**src/rtl/handshake_const_arbiter_pkg.sv**
```systemverilog
// const_arb_pkg: shared widths and helpers for the constant-token arbiter.
package const_arb_pkg;
    localparam int STATS_CNT_W = 16;
    localparam logic [STATS_CNT_W-1:0] STATS_CNT_MAX = '1;
    function automatic int idx_w(input int n);
        return (n > 1) ? $clog2(n) : 1;
    endfunction
endpackage

```
**src/rtl/handshake_const_arbiter_if.sv**
```systemverilog
// handshake_const_arbiter_if: per-requester control channels plus the shared output channel.
interface handshake_const_arbiter_if import const_arb_pkg::*; #(
    parameter int N_REQ      = 4,
    parameter int DATA_WIDTH = 32
) ();
    localparam int IDX_W = idx_w(N_REQ);
    logic [N_REQ-1:0]      ctrl_valid;
    logic [N_REQ-1:0]      ctrl_ready;
    logic [DATA_WIDTH-1:0] outs;
    logic [IDX_W-1:0]      outs_index;
    logic                  outs_valid;
    logic                  outs_ready;
    modport master (output ctrl_valid, outs_ready, input ctrl_ready, outs, outs_index, outs_valid);
    modport slave (input ctrl_valid, outs_ready, output ctrl_ready, outs, outs_index, outs_valid);
endinterface

```
**src/rtl/handshake_const_arbiter_rr_grant_picker.sv**
```systemverilog
// rr_grant_picker: combinational round-robin pick, first request at or after ptr with wrap.
module rr_grant_picker import const_arb_pkg::*; #(
    parameter int N_REQ = 4,
    parameter int IDX_W = idx_w(N_REQ)
) (
    input  logic [N_REQ-1:0] req,
    input  logic [IDX_W-1:0] ptr,
    output logic [N_REQ-1:0] grant,
    output logic [IDX_W-1:0] idx,
    output logic             any
);
    localparam logic [IDX_W:0] N_W = (IDX_W+1)'(N_REQ);
    logic [IDX_W:0] s, c;
    // Walk offsets from far to near so the nearest request overwrites earlier picks.
    always_comb begin
        idx = '0;
        s = '0;
        c = '0;
        for (int k = N_REQ - 1; k >= 0; k--) begin
            s = {1'b0, ptr} + (IDX_W+1)'(k);
            c = (s >= N_W) ? s - N_W : s;
            if (req[c[IDX_W-1:0]]) idx = c[IDX_W-1:0];
        end
    end
    assign any = |req;
    assign grant = any ? (N_REQ'(1) << idx) : '0;
endmodule

```
**src/rtl/handshake_const_arbiter.sv**
```systemverilog
// handshake_const_arbiter: round-robin share of a constant table onto one registered output channel.
// Defining CONST_ARB_STATS_EN adds per-requester saturating grant counters on grant_count.
module handshake_const_arbiter import const_arb_pkg::*; #(
    parameter int N_REQ      = 4,
    parameter int DATA_WIDTH = 32,
    parameter logic [N_REQ*DATA_WIDTH-1:0] CONST_TABLE = '0
) (
    input  logic clk,
    input  logic rst,
    handshake_const_arbiter_if.slave bus
`ifdef CONST_ARB_STATS_EN
    ,
    output logic [N_REQ*STATS_CNT_W-1:0] grant_count
`endif
);
    localparam int IDX_W = idx_w(N_REQ);
    logic                  full, load_en, any, accept;
    logic [IDX_W-1:0]      ptr, g, out_idx;
    logic [N_REQ-1:0]      gnt;
    logic [DATA_WIDTH-1:0] out_data;
    logic [DATA_WIDTH-1:0] tbl [N_REQ];
    for (genvar i = 0; i < N_REQ; i++) begin : g_tbl
        assign tbl[i] = CONST_TABLE[i*DATA_WIDTH +: DATA_WIDTH];
    end
    rr_grant_picker #(.N_REQ(N_REQ), .IDX_W(IDX_W)) u_pick (
        .req   (bus.ctrl_valid),
        .ptr   (ptr),
        .grant (gnt),
        .idx   (g),
        .any   (any)
    );
    assign load_en        = !full || bus.outs_ready;
    assign accept         = load_en && any && !rst;
    assign bus.ctrl_ready = accept ? gnt : '0;
    assign bus.outs_valid = full;
    assign bus.outs       = out_data;
    assign bus.outs_index = out_idx;
    // An accept during a drain simply overwrites the slot, keeping full set.
    always_ff @(posedge clk) begin
        if (rst) begin
            full     <= 1'b0;
            ptr      <= '0;
            out_data <= '0;
            out_idx  <= '0;
        end else if (accept) begin
            full     <= 1'b1;
            out_data <= tbl[g];
            out_idx  <= g;
            ptr      <= (g == IDX_W'(N_REQ - 1)) ? '0 : g + 1'b1;
        end else if (bus.outs_ready) begin
            full <= 1'b0;
        end
    end
`ifdef CONST_ARB_STATS_EN
    for (genvar i = 0; i < N_REQ; i++) begin : g_stats
        logic [STATS_CNT_W-1:0] cnt;
        always_ff @(posedge clk) begin
            if (rst) cnt <= '0;
            else if (bus.ctrl_ready[i] && cnt != STATS_CNT_MAX) cnt <= cnt + 1'b1;
        end
        assign grant_count[i*STATS_CNT_W +: STATS_CNT_W] = cnt;
    end
`endif
endmodule

```
**src/flat_wrapper.sv**
```systemverilog
// flat-port wrapper written by rule: the top's interface ports become plain ports
module handshake_const_arbiter_flat import const_arb_pkg::*;
#(
    parameter int N_REQ      = 4,
    parameter int DATA_WIDTH = 32,
    parameter logic [N_REQ*DATA_WIDTH-1:0] CONST_TABLE = '0
)
  (clk, rst, bus_ctrl_valid, bus_outs_ready, bus_ctrl_ready, bus_outs, bus_outs_index, bus_outs_valid);
  handshake_const_arbiter_if #(.N_REQ(N_REQ), .DATA_WIDTH(DATA_WIDTH)) bus_i ();
  input  logic clk;
  input  logic rst;
  input wire logic [$bits(bus_i.ctrl_valid)-1:0] bus_ctrl_valid;
  input wire logic [$bits(bus_i.outs_ready)-1:0] bus_outs_ready;
  output wire logic [$bits(bus_i.ctrl_ready)-1:0] bus_ctrl_ready;
  output wire logic [$bits(bus_i.outs)-1:0] bus_outs;
  output wire logic [$bits(bus_i.outs_index)-1:0] bus_outs_index;
  output wire logic [$bits(bus_i.outs_valid)-1:0] bus_outs_valid;
  assign bus_i.ctrl_valid = bus_ctrl_valid;
  assign bus_i.outs_ready = bus_outs_ready;
  assign bus_ctrl_ready = bus_i.ctrl_ready;
  assign bus_outs = bus_i.outs;
  assign bus_outs_index = bus_i.outs_index;
  assign bus_outs_valid = bus_i.outs_valid;
  handshake_const_arbiter #(.N_REQ(N_REQ), .DATA_WIDTH(DATA_WIDTH), .CONST_TABLE(CONST_TABLE)) u_core (.clk(clk), .rst(rst), .bus(bus_i));
endmodule
```
**config.mk**
```make
export PLATFORM = sky130hd
export DESIGN_NAME = handshake_const_arbiter_flat
export DESIGN_NICKNAME = d
export VERILOG_FILES = /design/src/rtl/handshake_const_arbiter_pkg.sv /design/src/rtl/handshake_const_arbiter_if.sv /design/src/rtl/handshake_const_arbiter_rr_grant_picker.sv /design/src/rtl/handshake_const_arbiter.sv /design/src/flat_wrapper.sv
export SDC_FILE = /design/constraint.sdc
export NUM_CORES = 1
export LEC_CHECK = 0
export ABC_AREA = 1
export CORE_ASPECT_RATIO = 0.8
export CORE_MARGIN = 8
export CORE_UTILIZATION = 39
export DETAILED_ROUTE_END_ITERATION = 6
export PLACE_DENSITY = 0.89
export SLEW_MARGIN = 20
export SYNTH_ARGS = -nofsm -noshare
export SYNTH_HDL_FRONTEND = slang
export SYNTH_SLANG_ARGS = --single-unit
```
**constraint.sdc**
```tcl
create_clock -name clk -period 3.3 [get_ports clk]
set_clock_uncertainty 0.05 [all_clocks]
set_input_delay 0.33 -clock clk [delete_from_list [all_inputs] [get_ports clk]]
set_output_delay 0.33 -clock clk [all_outputs]
set_load 0.1 [all_outputs]
```
[Word-level counts from Yosys, hierarchy flattened]
Index checks and enable logic that the tools add are counted.
Word-level totals
  register bits: 37
  latch bits: 0
  memory bits (writable): 0
  memory bits (read-only): 0
  input bits: 7
  output and inout bits: 39
  word-level logic and storage cells: 55
  memories kept: 0
Cells by class
  add/subtract/negate cells: 8
  $mul: 0
  divide/modulo/power cells: 0
  order comparisons: 9
  eq/ne operators: 1
  shift-type cells: 1
  multiplexer cells: 24
  bitwise operators: 1
  reduce and logical (&&, ||, !) cells: 7
Operator list (count)
  $bmux 32 s2: 1
  $mux 32: 2
  $mux 2: 9
  $ge 3x3->1 const B: 4
  $lt 2x3->1 const B: 4
  $bmux 1 s2: 4
  $mux 4: 2
  $sub 2x1->2 const B: 4
  $add 2x2->3 const B: 2
  $mux 1: 6
  $reduce_or 4->1: 1
  $shl 1x2->4 const A: 1
  $add 2x1->3 const B: 1
  $ge 2x3->1 const B: 1
  $not 2->3: 1
  $add 2x1->2 const B: 1
  $eq 2x2->1 const B: 1
  $logic_and 1x1->1: 2
  $logic_not 1->1: 2
  $reduce_bool 2->1: 1
  $logic_or 1x1->1: 1

[Longest topological paths before layout]
Gate-level depths: netlist of the first run.
  depth after elaboration: 13
  mapped depth: 12
  mapped depth without buffers: 12

[Cells and area by module]
A second synthesis of the first run with hierarchy kept.
Second synthesis, totals
  cells, all modules: 119
  area total of the unflattened synthesis: 719.4 um^2
By module, submodules not included
  handshake_const_arbiter: times used 1, cells an instance 72, area an instance 511.7 um^2, seq. area each 100.1 um^2
  rr_grant_picker: times used 1, cells an instance 47, area an instance 207.7 um^2, seq. area each 0.0 um^2

[Worst setup path before layout of the first run]
OpenSTA, ideal clock, no wires.
  path type: reg-to-output
  start point: register u_core.ptr[0]
  end point: output port bus_ctrl_ready[2]
  data arrival time: 2.451 ns
  data required time: 2.920 ns
  slack: 0.469 ns
  stages on the path, launching flop included: 12
  path buffers: 1
  path through: dfxtp_1 -> buf_6 -> xnor2_1 -> nand2_1 -> nand3_2 -> nand2_1 -> nand2_1 -> nand2_2 -> inv_1 -> ha_1 -> inv_1 -> nor2_1
On the way
  cells in the longest elaborated chain, start to end: 12
  elaborated cells on any way between the ends: 30
  classes of those cells: 7 x add/sub; 4 x order compare; 1 x shift; 18 x mux
RTL lines
  start, declared: RTL line handshake_const_arbiter.sv:18  | logic [IDX_W-1:0] ptr, g, out_idx;
  start signal, assigned: RTL line handshake_const_arbiter.sv:49  | ptr <= (g == IDX_W'(N_REQ - 1)) ? '0 : g + 1'b1;
  $add 2x2->3: RTL line handshake_const_arbiter_rr_grant_picker.sv:20  | s = {1'b0, ptr} + (IDX_W+1)'(k);
  $ge 3x3->1 or $sub 2x1->2 (tied branches): RTL line handshake_const_arbiter_rr_grant_picker.sv:21  | c = (s >= N_W) ? s - N_W : s;
  $mux 2: RTL line handshake_const_arbiter_rr_grant_picker.sv:21
  $bmux 1 s2: RTL line handshake_const_arbiter_rr_grant_picker.sv:22  | if (req[c[IDX_W-1:0]]) idx = c[IDX_W-1:0];
  $mux 1 (implied by the code): RTL line handshake_const_arbiter_rr_grant_picker.sv:22
  $mux 2 (3 in a row): RTL line handshake_const_arbiter_rr_grant_picker.sv:22
  $mux 2 *: RTL line handshake_const_arbiter_rr_grant_picker.sv:22
  named net u_core.g[0]: RTL line handshake_const_arbiter.sv:18
  $shl 1x2->4 *: RTL line handshake_const_arbiter_rr_grant_picker.sv:26  | assign grant = any ? (N_REQ'(1) << idx) : '0;
  $mux 4 *: RTL line handshake_const_arbiter_rr_grant_picker.sv:26
  $mux 4 *: RTL line handshake_const_arbiter.sv:34  | assign bus.ctrl_ready = accept ? gnt : '0;
  end, declared: RTL line flat_wrapper.sv:14  | output wire logic [$bits(bus_i.ctrl_ready)-1:0] bus_ctrl_ready;
The timed path passes the listed nets; every way through them passes the cells marked *. The select of a mux whose other input is x is not followed.

[Final worst setup path of the first run]
  start point: register u_core.ptr[0]
  end point: output port bus_ctrl_ready[0]
Same word-level chain as after synthesis.

==> impl_metrics.json, run 1 <==
{
  "outcome": "finished, final reports clean",
  "synth_ff_type": "dfxtp_1",
  "hold_buffers": 0,
  "end_kind": "output port",
  "place_ws_ns": 0.859,
  "gp_congestion": 0.791,
  "finalHoldViolCount": 0,
  "holdPathStages": 2,
  "leakagePower_nw": 0.454,
  "max_clock_freq_mhz": 402,
  "final_cell_mix": "32 x conb_1, 22 x nand2_1, 18 x inv_1",
  "die_w_um": 64.1,
  "power_density_nw_per_um2": 963,
  "synth_edf_count": 0,
  "syn_inst": 113,
  "whs_ns": 0.420,
  "area_growth_pct": 5.88,
  "yosysSeqAreaShare": 0.138,
  "slowest_stage": "dfxtp_1",
  "final_layout_size_suffix_gt1_frac": 0.109,
  "wl_per_cell_um": 8.69,
  "path_max_fanout": 11,
  "detail_route.iter0.violations": 14,
  "crit_top_cell": "inv_1",
  "synthAdderAreaFrac": 0.0692,
  "regArea_um2": 100,
  "slew_headroom": 0.351,
  "r2r_setup_slack_ns": 1.42,
  "fin_setup_tns_ns": 0,
  "ioPinCount": 46,
  "post-place-cells": 148,
  "clkSinkCount": 5,
  "cts_tree": "yes",
  "instances_no_fill": 152,
  "drcViolationCount": 0,
  "ctsResizeCount": 0,
  "viasPerCell": 3.75,
  "syn_area_um2": 723,
  "fillCellCount": 204,
  "layout_commonest_cell": "conb_1",
  "final-max-slew-violation-count": 0,
  "grt_first_pass_wirelength_mm": 1.95,
  "synthSimpleGateAreaFrac": 0.251,
  "multi_input_area_um2": 420,
  "synth_area_per_cell_um2": 6.40,
  "num_vias": 570,
  "firstDrtPassIters": 4,
  "wirelength_mm": 1.32,
  "clk_latency_ns": 0.25,
  "gr-total-overflow": 0,
  "root_buffer": "clkbuf_4",
  "startpoint_type": "register",
  "coreArea_um2": 1820,
  "synth_cell_types": 19,
  "antenna_left": 0,
  "synth_top_area_frac": 0.332,
  "post-cts-setup-buffers": 0,
  "hpwl_mm": 1.15,
  "grt_pass1_vias": 487,
  "ys_top_cells_by_area": "buf_4 33%, dfxtp_1 14%, nand2_1 11%, inv_1 9.3%, ha_1 6.9%",
  "clkTransAtPathRegs_ns": 0.05,
  "die_area_um2": 3500,
  "setup_violations": 0,
  "period_share": 0.753,
  "hold_path_startpoint": "u_core.bus.outs_index[1]$_SDFFE_PP0P_",
  "grt_max_degree": 12,
  "cts.path.max_buffers": 2,
  "ctsHtreeMaxLevel": 1,
  "cts_made_buffers": 3,
  "hp-class": "register to register",
  "critPathKind": "register to output port",
  "fin_crit_ns": 2.49,
  "reg2reg_to": "u_core.ptr[0]$_SDFFE_PP0P_",
  "timing.final.ws_setup_ns": 0.814,
  "portBuffers": 13,
  "yosys_register_bits": 5,
  "core.rowCount": 14,
  "total_power_mw": 0.738,
  "diodes": 0,
  "rr_startpoint": "u_core.ptr[0]$_SDFFE_PP0P_",
  "async_reset_ff_frac": 0,
  "cp_num_buf_inv": 4,
  "r2r_cells": 12,
  "die_h_um": 54.5,
  "yosys.area.top_type": "buf_4",
  "synth_top_family_by_area": "buffers and inverters",
  "grtUsageTotal": 0.0677,
  "cp.arrival_ns": 2.11,
  "cp_top_family": "simple AND/OR/NAND/NOR gates",
  "drv_cap": 0,
  "antenna_found_initial": 0,
  "worstHoldEndpoint": "u_core.bus.outs_index[1]$_SDFFE_PP0P_",
  "synth.area.mux_share": 0,
  "ys.warnings.count": 0,
  "synth_compound_area_frac": 0.0830,
  "worstMarginPinSlew_ns": 0.971,
  "synth_xor_area_frac": 0.0121,
  "cp_cell_sequence": "inv_1 -> nand2_1 -> nand3_1 -> nand2_1 -> nand3_2 -> nand3_1 -> nand2_2 -> inv_1 -> ha_1 -> inv_1 -> nor2_1 -> buf_4",
  "slowest_delay_ns": 0.52,
  "nets": 140,
  "floorplan.initialDensity": 0.397,
  "cp.required_ns": 2.92,
  "rsz0062_at_grt": "no",
  "ir_drop_mv": 0.547
}
logic make-up (layout without fill, tap and decap cells):
family / count (synthesis) / count (layout)
other cells: 1 / 32
fa+ha+maj: 4 / 4
buf+inv: 51 / 35
xor+xnor: 1 / 1
compound gates: 9 / 9
flops: 5 / 5
simple gates: 42 / 42
cell usage after synthesis (2+ instances only):
master,count
nand2_2,2
dfxtp_1,5
nor2_1,8
nand2_1,22
nand3_1,8
o21ai_0,4
inv_1,18
ha_1,4
buf_4,32
where the power goes:
group          internal, mW  switching (mW)  total (mW)
Combinational         0.112           0.456       0.568
Clock                0.0440          0.0282      0.0722
Sequential           0.0773          0.0204      0.0977
Total                 0.233           0.504       0.738
worst min-delay path: cells and delay by family, from the launching register on:
kind | cells | cell delay, ns
simple gates | 2 | 0.12
flops | 1 | 0.30
layout make-up:
cell class | count | share of cell area
tap | 24 | 0.0392
inverter | 18 | 0.0882
timing repair buffer | 13 | 0.157
sequential | 5 | 0.131
clock inverter | 1 | 0.00654
clock buffer | 3 | 0.0294
multi-input combinational | 88 | 0.549
flip-flops by register name, summed over array words and instances (netlist names):
register,cells
u_core.bus.outs_index,2
u_core.ptr,2
u_core.bus.outs_valid,1
layer usage:
| layer | GRT usage | vias up | part of all wire |
|---|---|---|---|
| met5 | 0 | - | 0 |
| met4 | 0.0217 | 0 | 0 |
| met3 | 0.0245 | 0 | 0.075 |
| met2 | 0.123 | 22 | 0.52 |
| met1 | 0.0741 | 242 | 0.40 |
| li1 | - | 306 | - |
how the worst max path moves through the flow:
| stage | startpoint | end | slack, ns | cells after the start |
|---|---|---|---|---|
| 2_1_floorplan | u_core.ptr[0]$_SDFFE_PP0P_ | bus_ctrl_ready[2] | 0.47 | 11 |
| 5_1_grt | u_core.ptr[0]$_SDFFE_PP0P_ | bus_ctrl_ready[1] | 0.58 | 12 |
| 4_1_cts | u_core.ptr[0]$_SDFFE_PP0P_ | bus_ctrl_ready[2] | 0.79 | 12 |
| 6_report | u_core.ptr[0]$_SDFFE_PP0P_ | bus_ctrl_ready[0] | 0.81 | 12 |
| 3_5_place_dp | bus_ctrl_valid[3] | bus_ctrl_ready[2] | 0.86 | 13 |
| 3_3_place_gp | bus_ctrl_valid[1] | bus_ctrl_ready[2] | 0.86 | 13 |
stage by stage:
stage | cell area, um2 | util
final | 766 | 0.420
after global routing | 766 | 0.420
after CTS | 766 | 0.420
after detailed placement | 738 | 0.405
after global placement | 738 | 0.405
after floorplan | 840 | -
(Power assumes the default switching activity.)
==> inputs of run 2 (changes only) <==
- CORE_UTILIZATION: 39 -> 36
- PLACE_DENSITY: 0.89 -> 0.83
- clock period: 3.3 -> 2.55 ns (I/O delays scaled with it)
==> run 2 against run 1 <==
  * Cell count is the same
  * Largest power group unchanged
  * Die area is 6.0% higher
  * Wire length is 7.4% higher
  * Critical endpoint is now bus_ctrl_ready[2]
  * Utilization grew 1.2 points
==> impl_metrics.json, run 2 (synthesis results as in run 1) <==
{
  "floorplan.initialDensity": 0.382,
  "final_cell_mix": "32 x conb_1, 22 x nand2_1, 18 x inv_1",
  "max_clock_freq_mhz": 435,
  "slowest_stage": "clkdlybuf4s50_1",
  "use_met2": 0.118,
  "viasPerCell": 3.88,
  "outcome": "finished, final reports clean",
  "antenna_found_initial": 0,
  "nets": 140,
  "area_growth_pct": 13.1,
  "firstDrtPassIters": 4,
  "portBuffers": 13,
  "critPathKind": "input pin to output port",
  "cts.path.max_buffers": 2,
  "rsz0062_at_grt": "no",
  "cp.required_ns": 2.25,
  "setup_violations": 0,
  "drcViolationCount": 0,
  "multi_input_area_um2": 430,
  "final-max-slew-violation-count": 0,
  "grt_busiest_layer": "met2",
  "cts_tree": "yes",
  "power_density_nw_per_um2": 1240,
  "cp_cell_sequence": "clkdlybuf4s50_1 -> inv_1 -> o21ai_1 -> nand2_1 -> nand3_2 -> nand2_1 -> nand2_1 -> nand2_2 -> inv_1 -> ha_1 -> inv_1 -> nor2_2 -> buf_12",
  "die_w_um": 66.1,
  "hp-class": "register to register",
  "die_h_um": 56.1,
  "root_buffer": "clkbuf_4",
  "regArea_um2": 101,
  "clkTransAtPathRegs_ns": 0.04,
  "period_share": 0.901,
  "num_vias": 590,
  "wirelength_mm": 1.42,
  "ir_drop_mv": 0.692,
  "holdPathStages": 2,
  "core.rowCount": 14,
  "fin_setup_tns_ns": 0,
  "antenna_left": 0,
  "hpwl_mm": 1.25,
  "gp_congestion": 0.752,
  "hold_buffers": 0,
  "grtUsageTotal": 0.0718,
  "ioPinCount": 46,
  "clk_latency_ns": 0.25,
  "instances_no_fill": 152,
  "reg2reg_to": "u_core.ptr[0]$_SDFFE_PP0P_",
  "post-place-cells": 148,
  "slowest_delay_ns": 0.45,
  "coreArea_um2": 1890,
  "hold_path_startpoint": "u_core.bus.outs_index[0]$_SDFFE_PP0P_",
  "r2r_setup_slack_ns": 0.76,
  "use_met3": 0.0241,
  "worstHoldEndpoint": "u_core.bus.outs_index[0]$_SDFFE_PP0P_",
  "end_kind": "output port",
  "ctsHtreeMaxLevel": 1,
  "gr-total-overflow": 0,
  "wl_per_cell_um": 9.34,
  "fillCellCount": 201,
  "fin_crit_ns": 2.30,
  "leakagePower_nw": 0.467,
  "drv_cap": 0,
  "layout_commonest_cell": "conb_1",
  "path_max_fanout": 5,
  "cp.arrival_ns": 1.99,
  "grt_first_pass_wirelength_mm": 2.17,
  "startpoint_type": "input pin",
  "cts_made_buffers": 3,
  "finalHoldViolCount": 0,
  "grt_pass1_vias": 548,
  "detail_route.iter0.violations": 5,
  "r2r_cells": 12,
  "die_area_um2": 3710,
  "rr_startpoint": "u_core.ptr[0]$_SDFFE_PP0P_",
  "diodes": 0,
  "final_layout_size_suffix_gt1_frac": 0.164,
  "grt.met1_usage": 0.0754,
  "clkSinkCount": 5,
  "grt_max_degree": 12
}
run 2: cell count changes in the layout (fill, tap and decap cells not counted), sizes merged:
cell / change
buf: +3
clkdlybuf4s50: -3
clkbuf: +1
clkinv: -1
run 2: routing by layer:
| metal | up-vias | wire (um) |
|---|---|---|
| li1 | 308 | - |
| met1 | 238 | 507 |
| met2 | 44 | 632 |
| met3 | 0 | 279 |
| met4 | 0 | 0 |
| met5 | - | 0 |
run 2: critical path, delay by kind of cell:
kind | cells | cell delay (ns)
AND/OR/NAND/NOR | 6 | 0.58
AO/OA/AOI/OAI | 1 | 0.19
buffers and inverters | 5 | 0.82
adder cells (fa/ha/maj) | 1 | 0.14
run 2: metrics by stage:
stage                     power [mW]  setup slack [ns]   util  instance area (um2)  hold WS [ns]
after floorplan                0.821             0.247      -                  850         0.390
after global placement         0.908             0.323  0.418                  791         0.410
after detailed placement       0.924             0.268  0.418                  791         0.417
after CTS                       1.02             0.104  0.432                  817         0.425
after global routing            1.09            0.0836  0.433                  818         0.461
final                           1.02             0.252  0.433                  818         0.432
run 2: worst max path at each step:
stage               slack (ns)                  startpoint                 to
finish                    0.25           bus_ctrl_valid[1]  bus_ctrl_ready[2]
global route              0.08           bus_ctrl_valid[1]  bus_ctrl_ready[0]
CTS                       0.10  u_core.ptr[0]$_SDFFE_PP0P_  bus_ctrl_ready[3]
detailed placement        0.27           bus_ctrl_valid[1]  bus_ctrl_ready[2]
global placement          0.32           bus_ctrl_valid[1]  bus_ctrl_ready[2]
floorplan                 0.25  u_core.ptr[0]$_SDFFE_PP0P_  bus_ctrl_ready[2]
run 2: timing repair:
item / CTS / global route
setup buffers: 0 / 0
setup endpoints to repair: 0 / 4
gates resized for setup: 0 / 1
run 2: power breakdown:
group	internal, mW	switching (mW)
logic	0.184	0.608
registers	0.101	0.0303
clock network	0.0593	0.0349
run 2: final cells by class:
cell class                 instances  share of cell area
clock buffer                       4              0.0321
sequential                         5               0.124
tap                               24              0.0367
timing repair buffer              13               0.199
multi-input combinational         88               0.526
inverter                          18              0.0826
